`src/rtl/sincronizador_gray_binario_pkg.sv`:
```
// Shared definitions for the Gray-to-binary synchronizer: FSM encoding,
// default geometry and the Gray-to-binary conversion.
package sincronizador_gray_binario_pkg;

  localparam int ANCHO_DEF  = 4;
  localparam int ETAPAS_DEF = 2;

  typedef enum logic [1:0] {
    ARRANQUE  = 2'd0,
    CARGA     = 2'd1,
    OPERACION = 2'd2
  } estado_t;

  // Zero-extended input keeps this width-agnostic: b[i] is the XOR of g[i] and every bit above it.
  function automatic logic [31:0] g2b(input logic [31:0] g);
    logic [31:0] b;
    b = '0;
    for (int i = 0; i < 32; i++) begin
      b[i] = ^(g >> i);
    end
    return b;
  endfunction

endpackage

```
`src/rtl/sincronizador_gray_binario_if.sv`:
```
// Bus bundle between the Gray source side and the synchronizer.
// ConteoErrores exists only when CONTADOR_ERRORES_EN is defined.
interface sincronizador_gray_binario_if
  import sincronizador_gray_binario_pkg::*;
#(
  parameter int ANCHO = ANCHO_DEF
) ();

  logic [ANCHO-1:0] Gray;
  logic             Limpiar;
  logic [ANCHO-1:0] Binario;
  logic             Valido;
  logic             Sentido;
  logic             Error;
`ifdef CONTADOR_ERRORES_EN
  logic [7:0]       ConteoErrores;
`endif

`ifdef CONTADOR_ERRORES_EN
  modport master (output Gray, Limpiar, input Binario, Valido, Sentido, Error, ConteoErrores);
  modport slave  (input Gray, Limpiar, output Binario, Valido, Sentido, Error, ConteoErrores);
`else
  modport master (output Gray, Limpiar, input Binario, Valido, Sentido, Error);
  modport slave  (input Gray, Limpiar, output Binario, Valido, Sentido, Error);
`endif

endinterface

```
`src/rtl/sincronizador_gray_binario_multietapa.sv`:
```
// Plain flop chain bringing an asynchronous Gray bus into the clk domain.
// No logic between stages so each bit only sees metastability settling time.
module sincronizador_multietapa #(
  parameter int ANCHO  = 4,
  parameter int ETAPAS = 2
) (
  input  logic             clk,
  input  logic             rst,
  input  logic [ANCHO-1:0] d_i,
  output logic [ANCHO-1:0] q_o
);

  logic [ANCHO-1:0] etapa_q [ETAPAS];

  always_ff @(posedge clk or posedge rst) begin
    if (rst) begin
      for (int i = 0; i < ETAPAS; i++) begin
        etapa_q[i] <= '0;
      end
    end else begin
      etapa_q[0] <= d_i;
      for (int i = 1; i < ETAPAS; i++) begin
        etapa_q[i] <= etapa_q[i-1];
      end
    end
  end

  assign q_o = etapa_q[ETAPAS-1];

endmodule

```
`src/rtl/sincronizador_gray_binario.sv`:
```
// Synchronizes a Gray code, converts it to binary, strobes each change with
// direction and flags illegal multi-bit steps. Optional: CONTADOR_ERRORES_EN.
module sincronizador_gray_binario
  import sincronizador_gray_binario_pkg::*;
#(
  parameter int ANCHO  = ANCHO_DEF,
  parameter int ETAPAS = ETAPAS_DEF
) (
  input  logic                          clk,
  input  logic                          rst,
  sincronizador_gray_binario_if.slave   bus
);

  localparam int CW = $clog2(ETAPAS + 1);

  logic [ANCHO-1:0] g_s;
  logic [ANCHO-1:0] g_bin;
  logic [ANCHO-1:0] diff;
  logic             nuevo_err;

  estado_t          estado_q, estado_d;
  logic [CW-1:0]    cuenta_q, cuenta_d;
  logic [ANCHO-1:0] g_p_q, g_p_d;
  logic [ANCHO-1:0] binario_q, binario_d;
  logic             valido_q, valido_d;
  logic             sentido_q, sentido_d;
  logic             error_q, error_d;
`ifdef CONTADOR_ERRORES_EN
  logic [7:0]       conteo_q, conteo_d;
`endif

  sincronizador_multietapa #(
    .ANCHO  (ANCHO),
    .ETAPAS (ETAPAS)
  ) u_sinc (
    .clk (clk),
    .rst (rst),
    .d_i (bus.Gray),
    .q_o (g_s)
  );

  assign g_bin = ANCHO'(g2b(32'(g_s)));
  assign diff  = g_s ^ g_p_q;

  always_comb begin
    estado_d  = estado_q;
    cuenta_d  = cuenta_q;
    g_p_d     = g_p_q;
    binario_d = binario_q;
    valido_d  = 1'b0;
    sentido_d = 1'b0;
    nuevo_err = 1'b0;

    case (estado_q)
      // Let whatever was in the chain at reset release drain out before trusting g_s.
      ARRANQUE: begin
        if (cuenta_q == CW'(ETAPAS - 1)) begin
          cuenta_d = '0;
          estado_d = CARGA;
        end else begin
          cuenta_d = cuenta_q + CW'(1);
        end
      end
      CARGA: begin
        g_p_d     = g_s;
        binario_d = g_bin;
        estado_d  = OPERACION;
      end
      OPERACION: begin
        if (g_s != g_p_q) begin
          g_p_d     = g_s;
          binario_d = g_bin;
          valido_d  = 1'b1;
          sentido_d = (g_bin == binario_q + ANCHO'(1));
          nuevo_err = ($countones(diff) > 1);
        end
      end
      default: estado_d = ARRANQUE;
    endcase

    // A fresh error wins over a simultaneous clear.
    error_d = (error_q & ~bus.Limpiar) | nuevo_err;

`ifdef CONTADOR_ERRORES_EN
    conteo_d = conteo_q;
    if (bus.Limpiar) begin
      conteo_d = nuevo_err ? 8'd1 : 8'd0;
    end else if (nuevo_err && conteo_q != 8'hFF) begin
      conteo_d = conteo_q + 8'd1;
    end
`endif
  end

  always_ff @(posedge clk or posedge rst) begin
    if (rst) begin
      estado_q  <= ARRANQUE;
      cuenta_q  <= '0;
      g_p_q     <= '0;
      binario_q <= '0;
      valido_q  <= 1'b0;
      sentido_q <= 1'b0;
      error_q   <= 1'b0;
`ifdef CONTADOR_ERRORES_EN
      conteo_q  <= '0;
`endif
    end else begin
      estado_q  <= estado_d;
      cuenta_q  <= cuenta_d;
      g_p_q     <= g_p_d;
      binario_q <= binario_d;
      valido_q  <= valido_d;
      sentido_q <= sentido_d;
      error_q   <= error_d;
`ifdef CONTADOR_ERRORES_EN
      conteo_q  <= conteo_d;
`endif
    end
  end

  assign bus.Binario = binario_q;
  assign bus.Valido  = valido_q;
  assign bus.Sentido = sentido_q;
  assign bus.Error   = error_q;
`ifdef CONTADOR_ERRORES_EN
  assign bus.ConteoErrores = conteo_q;
`endif

endmodule
```
`src/flat_wrapper.sv`:
```
// flat-port wrapper written by rule: the top's interface ports become plain ports
module sincronizador_gray_binario_flat import sincronizador_gray_binario_pkg::*;
#(
  parameter int ANCHO  = ANCHO_DEF,
  parameter int ETAPAS = ETAPAS_DEF
)
  (clk, rst, bus_Gray, bus_Limpiar, bus_Binario, bus_Valido, bus_Sentido, bus_Error);
  sincronizador_gray_binario_if #(.ANCHO(ANCHO)) bus_i ();
  input  logic clk;
  input  logic rst;
  input wire logic [$bits(bus_i.Gray)-1:0] bus_Gray;
  input wire logic [$bits(bus_i.Limpiar)-1:0] bus_Limpiar;
  output wire logic [$bits(bus_i.Binario)-1:0] bus_Binario;
  output wire logic [$bits(bus_i.Valido)-1:0] bus_Valido;
  output wire logic [$bits(bus_i.Sentido)-1:0] bus_Sentido;
  output wire logic [$bits(bus_i.Error)-1:0] bus_Error;
  assign bus_i.Gray = bus_Gray;
  assign bus_i.Limpiar = bus_Limpiar;
  assign bus_Binario = bus_i.Binario;
  assign bus_Valido = bus_i.Valido;
  assign bus_Sentido = bus_i.Sentido;
  assign bus_Error = bus_i.Error;
  sincronizador_gray_binario #(.ANCHO(ANCHO), .ETAPAS(ETAPAS)) u_core (.clk(clk), .rst(rst), .bus(bus_i));
endmodule
```
`config.mk`:
```
export PLATFORM = sky130hd
export DESIGN_NAME = sincronizador_gray_binario_flat
export DESIGN_NICKNAME = d
export VERILOG_FILES = /design/src/rtl/sincronizador_gray_binario_pkg.sv /design/src/rtl/sincronizador_gray_binario_if.sv /design/src/rtl/sincronizador_gray_binario_multietapa.sv /design/src/rtl/sincronizador_gray_binario.sv /design/src/flat_wrapper.sv
export SDC_FILE = /design/constraint.sdc
export NUM_CORES = 1
export LEC_CHECK = 0
export BUFFER_PORTS_ARGS = -buffer_cell sky130_fd_sc_hd__buf_2
export CAP_MARGIN = 30
export CORE_MARGIN = 8
export CORE_UTILIZATION = 49
export CTS_BUF_LIST = sky130_fd_sc_hd__clkbuf_4 sky130_fd_sc_hd__clkbuf_8 sky130_fd_sc_hd__clkbuf_16
export DETAILED_ROUTE_END_ITERATION = 6
export PLACE_DENSITY = 0.72
export SYNTH_ARGS = -nofsm -noshare
export SYNTH_HDL_FRONTEND = slang
export SYNTH_SLANG_ARGS = --single-unit
```
`constraint.sdc`:
```
create_clock -name clk -period 2.35 [get_ports clk]
set_input_delay 0.47 -clock clk [delete_from_list [all_inputs] [get_ports clk]]
set_output_delay 0.47 -clock clk [all_outputs]
set_load 0.01 [all_outputs]
```
==> reports/qor.yml <==
status: "complete, no violations"
post-place-ws_ns: 0.399
period_share_pct: 83.1
clock-sinks: 22
drtPass1Iterations: 3
finalSetupViolations: 0
synth_seq_area_share_pct: 56.6
io_buffers: 13
maxSlewViolCount: 0
drive_gt1_share_pct: 33.0
yosys.cell_types.count: 25
die_area_sq_mm: 0.00367
numCtsBuffers: 3
power_density_mw_per_mm2: 737
routedWlPerCell_microns: 13.2
crit_required_ns: 2.54
core_sq_mm: 0.00192
fin_skew_ns: 0.00451
remaining_drc_errors: 0
post-cts-setup-buffers: 0
setup_slack_ns: 0.397
n_antenna_cell: 0
synthCells: 74
endpoint_kind: "flip-flop"
die_y_microns: 60.6
clock.fmax_mhz: 512
grt_overflow: 0
max-cap-violations: 0
area_delta_synth_final_pct: 12.3
tritoncts: "done"
cts_hold_buf: 0
crit_fanout: 10
hold_violations: 0
wirelength_microns: 1510
clockPowerShare_pct: 24.9
seqPwrFrac_pct: 53.9
synth-seq-cells: 22
first_global_vias: 589
antenna_found_initial: 0
clk_latency_ns: 0.29
start_util_pct: 50.7
yosys_warnings: 0
drt_iter0_markers: 6
p_sw_share_pct: 27.9
hold_path_class: "in -> reg"
htree_levels: 1
layout_min_cycle_time_ns: 1.95
track_usage_pct: 9.50
pwr-share-comb_pct: 21.2
rsz0062_at_grt: "no"
path_class: "reg -> reg"
die_w_microns: 60.6
worstMarginPinSlew_ns: 0.808
start_kind: "flip-flop"
detail_route.vias_per_cell: 4.70
ant_nets: 0
tns_ns: 0
vdd_drop_max_v: 0.000468
postSynthAreaPerCell_sq_um: 13.2
nets: 99
vias: 541
p_int_w: 0.000582
cts_resized: 0
clockBufferDepth: 2
clk_pin_slew_worst_paths_ns: 0.12
synth_fp_nets: 84
grt_start_max_net_pins: 23
grt_pass1_wl_microns: 2570
total_power_w: 0.000806
synth_area_sq_um: 973
max_slew_margin_pct: 46.1
whs_ns: 0.269
rows: 16
ios: 14
p_sw_w: 0.000225
cp.arrival_ns: 2.15
utilization_pct: 56.9
p_leak_nw: 0.506
cts_root_buffer: "clkbuf_4"
hpwlAfterDp_microns: 1160
gp_congestion: 0.750
power groups by stage:
stage	Clock (W)	Sequential [W]	Combinational (W)
floorplan	0	0.000444	0.000122
global placement	0	0.000441	0.000165
detailed placement	0	0.000443	0.000175
CTS	0.000215	0.000435	0.000175
global route	0.000231	0.000440	0.000192
finish	0.000201	0.000435	0.000171
flip-flops by register name, indices dropped and copies added, names as in the netlist:
name	flops
u_core.u_sinc.etapa_q	4
u_core.bus.Valido	1
u_core.bus.Error	1
u_core.bus.Sentido	1
u_core.cuenta_q	2
u_core.g_p_q	4
u_core.bus.Binario	3
u_core.u_sinc.q_o	4
u_core.estado_q	2
routing by layer:
layer / global-route usage [%] / up-vias / wire length, microns
met2: 16.0 / 10 / 753
met1: 10.6 / 256 / 664
met4: 4.98 / 0 / 19
li1: - / 273 / -
met3: 2.75 / 2 / 77
met5: 0 / - / 0
critical path, stage by stage (launching register included):
cell and delay (ns):
dfrtp_1 0.51, xnor2_1 0.33, ha_1 0.25, a311oi_4 0.12, a21oi_2 0.26, mux2_2 0.38
path summary, 6_finish.rpt:
kind / start / endpoint / slack, ns / depth (start not counted)
worst max-delay path: u_core.u_sinc.q_o[1]$_DFF_PP0_ / u_core.g_p_q[0]$_DFFE_PP0P_ / 0.40 / 5
worst min-delay path: bus_Gray[1] / u_core.u_sinc.etapa_q[5]$_DFF_PP0_ / 0.27 / 1
worst max register to register: u_core.u_sinc.q_o[1]$_DFF_PP0_ / u_core.g_p_q[0]$_DFFE_PP0P_ / 0.40 / 5
worst min register to register: u_core.u_sinc.etapa_q[6]$_DFF_PP0_ / u_core.u_sinc.q_o[2]$_DFF_PP0_ / 0.36 / 0
max in group asynchronous: rst / u_core.bus.Error$_DFF_PP0_ / 1.54 / 2
min in group asynchronous: rst / u_core.u_sinc.etapa_q[4]$_DFF_PP0_ / 0.31 / 2
cells in the final DEF, fill, tap and decap left out, drive strengths merged, types with 2 or more instances in the layout:
| master | n |
|---|---|
| mux2 | 7 |
| nor3 | 3 |
| ha | 2 |
| xnor2 | 7 |
| o21ai | 2 |
| xor2 | 6 |
| clkbuf | 4 |
| buf | 13 |
| a21oi | 2 |
| dfrtp | 22 |
| nand2 | 5 |
| nor2 | 2 |
| inv | 3 |
kinds of logic after synthesis:
| kind of cell | synth area share (%) |
|---|---|
| buffers and inverters | 2.70 |
| adder cells (fa/ha/maj) | 4.63 |
| XOR/XNOR | 12.5 |
| multiplexers | 8.10 |
| AND/OR/NAND/NOR | 7.46 |
| AO/OA/AOI/OAI | 8.10 |
| flip-flops | 56.6 |
per-stage QoR:
| step | cells | cell area, sq um |
|---|---|---|
| final | 115 | 1090 |
| after global placement | 111 | 1060 |
| after CTS | 115 | 1090 |
| after floorplan | 74 | 973 |
| after global routing | 115 | 1090 |
| after detailed placement | 111 | 1060 |
cell usage after synthesis, drive strengths merged:
cell type   n  area (sq um)
ha          2          25.0
a21oi       2          13.8
xor2        6          52.6
and2        1          6.26
or2         1          6.26
nand4       1          6.26
inv         3          11.3
nand3       1          5.00
nand2       5          18.8
buf         1          7.51
xnor2       7          68.8
nor2        2          7.51
o21ai       2          10.0
a311oi      1          26.3
mux2        7          78.8
o31ai       1          7.51
clkbuf      2          7.51
dfrtp      22           551
nand3b      1          7.51
nor3        3          15.0
fa          1          20.0
a31oi       1          6.26
a2111oi     1          15.0
area by class of cell:
| type | count | area [sq um] |
|---|---|---|
| Inverter | 3 | 11.3 |
| Multi-Input combinational cell | 46 | 397 |
| Tap cell | 27 | 33.8 |
| Clock buffer | 4 | 36.3 |
| Sequential cell | 22 | 551 |
| Timing Repair Buffer | 13 | 65.1 |
| Fill cell | 174 | 828 |
No activity file was read; power rests on OpenSTA's default activity.
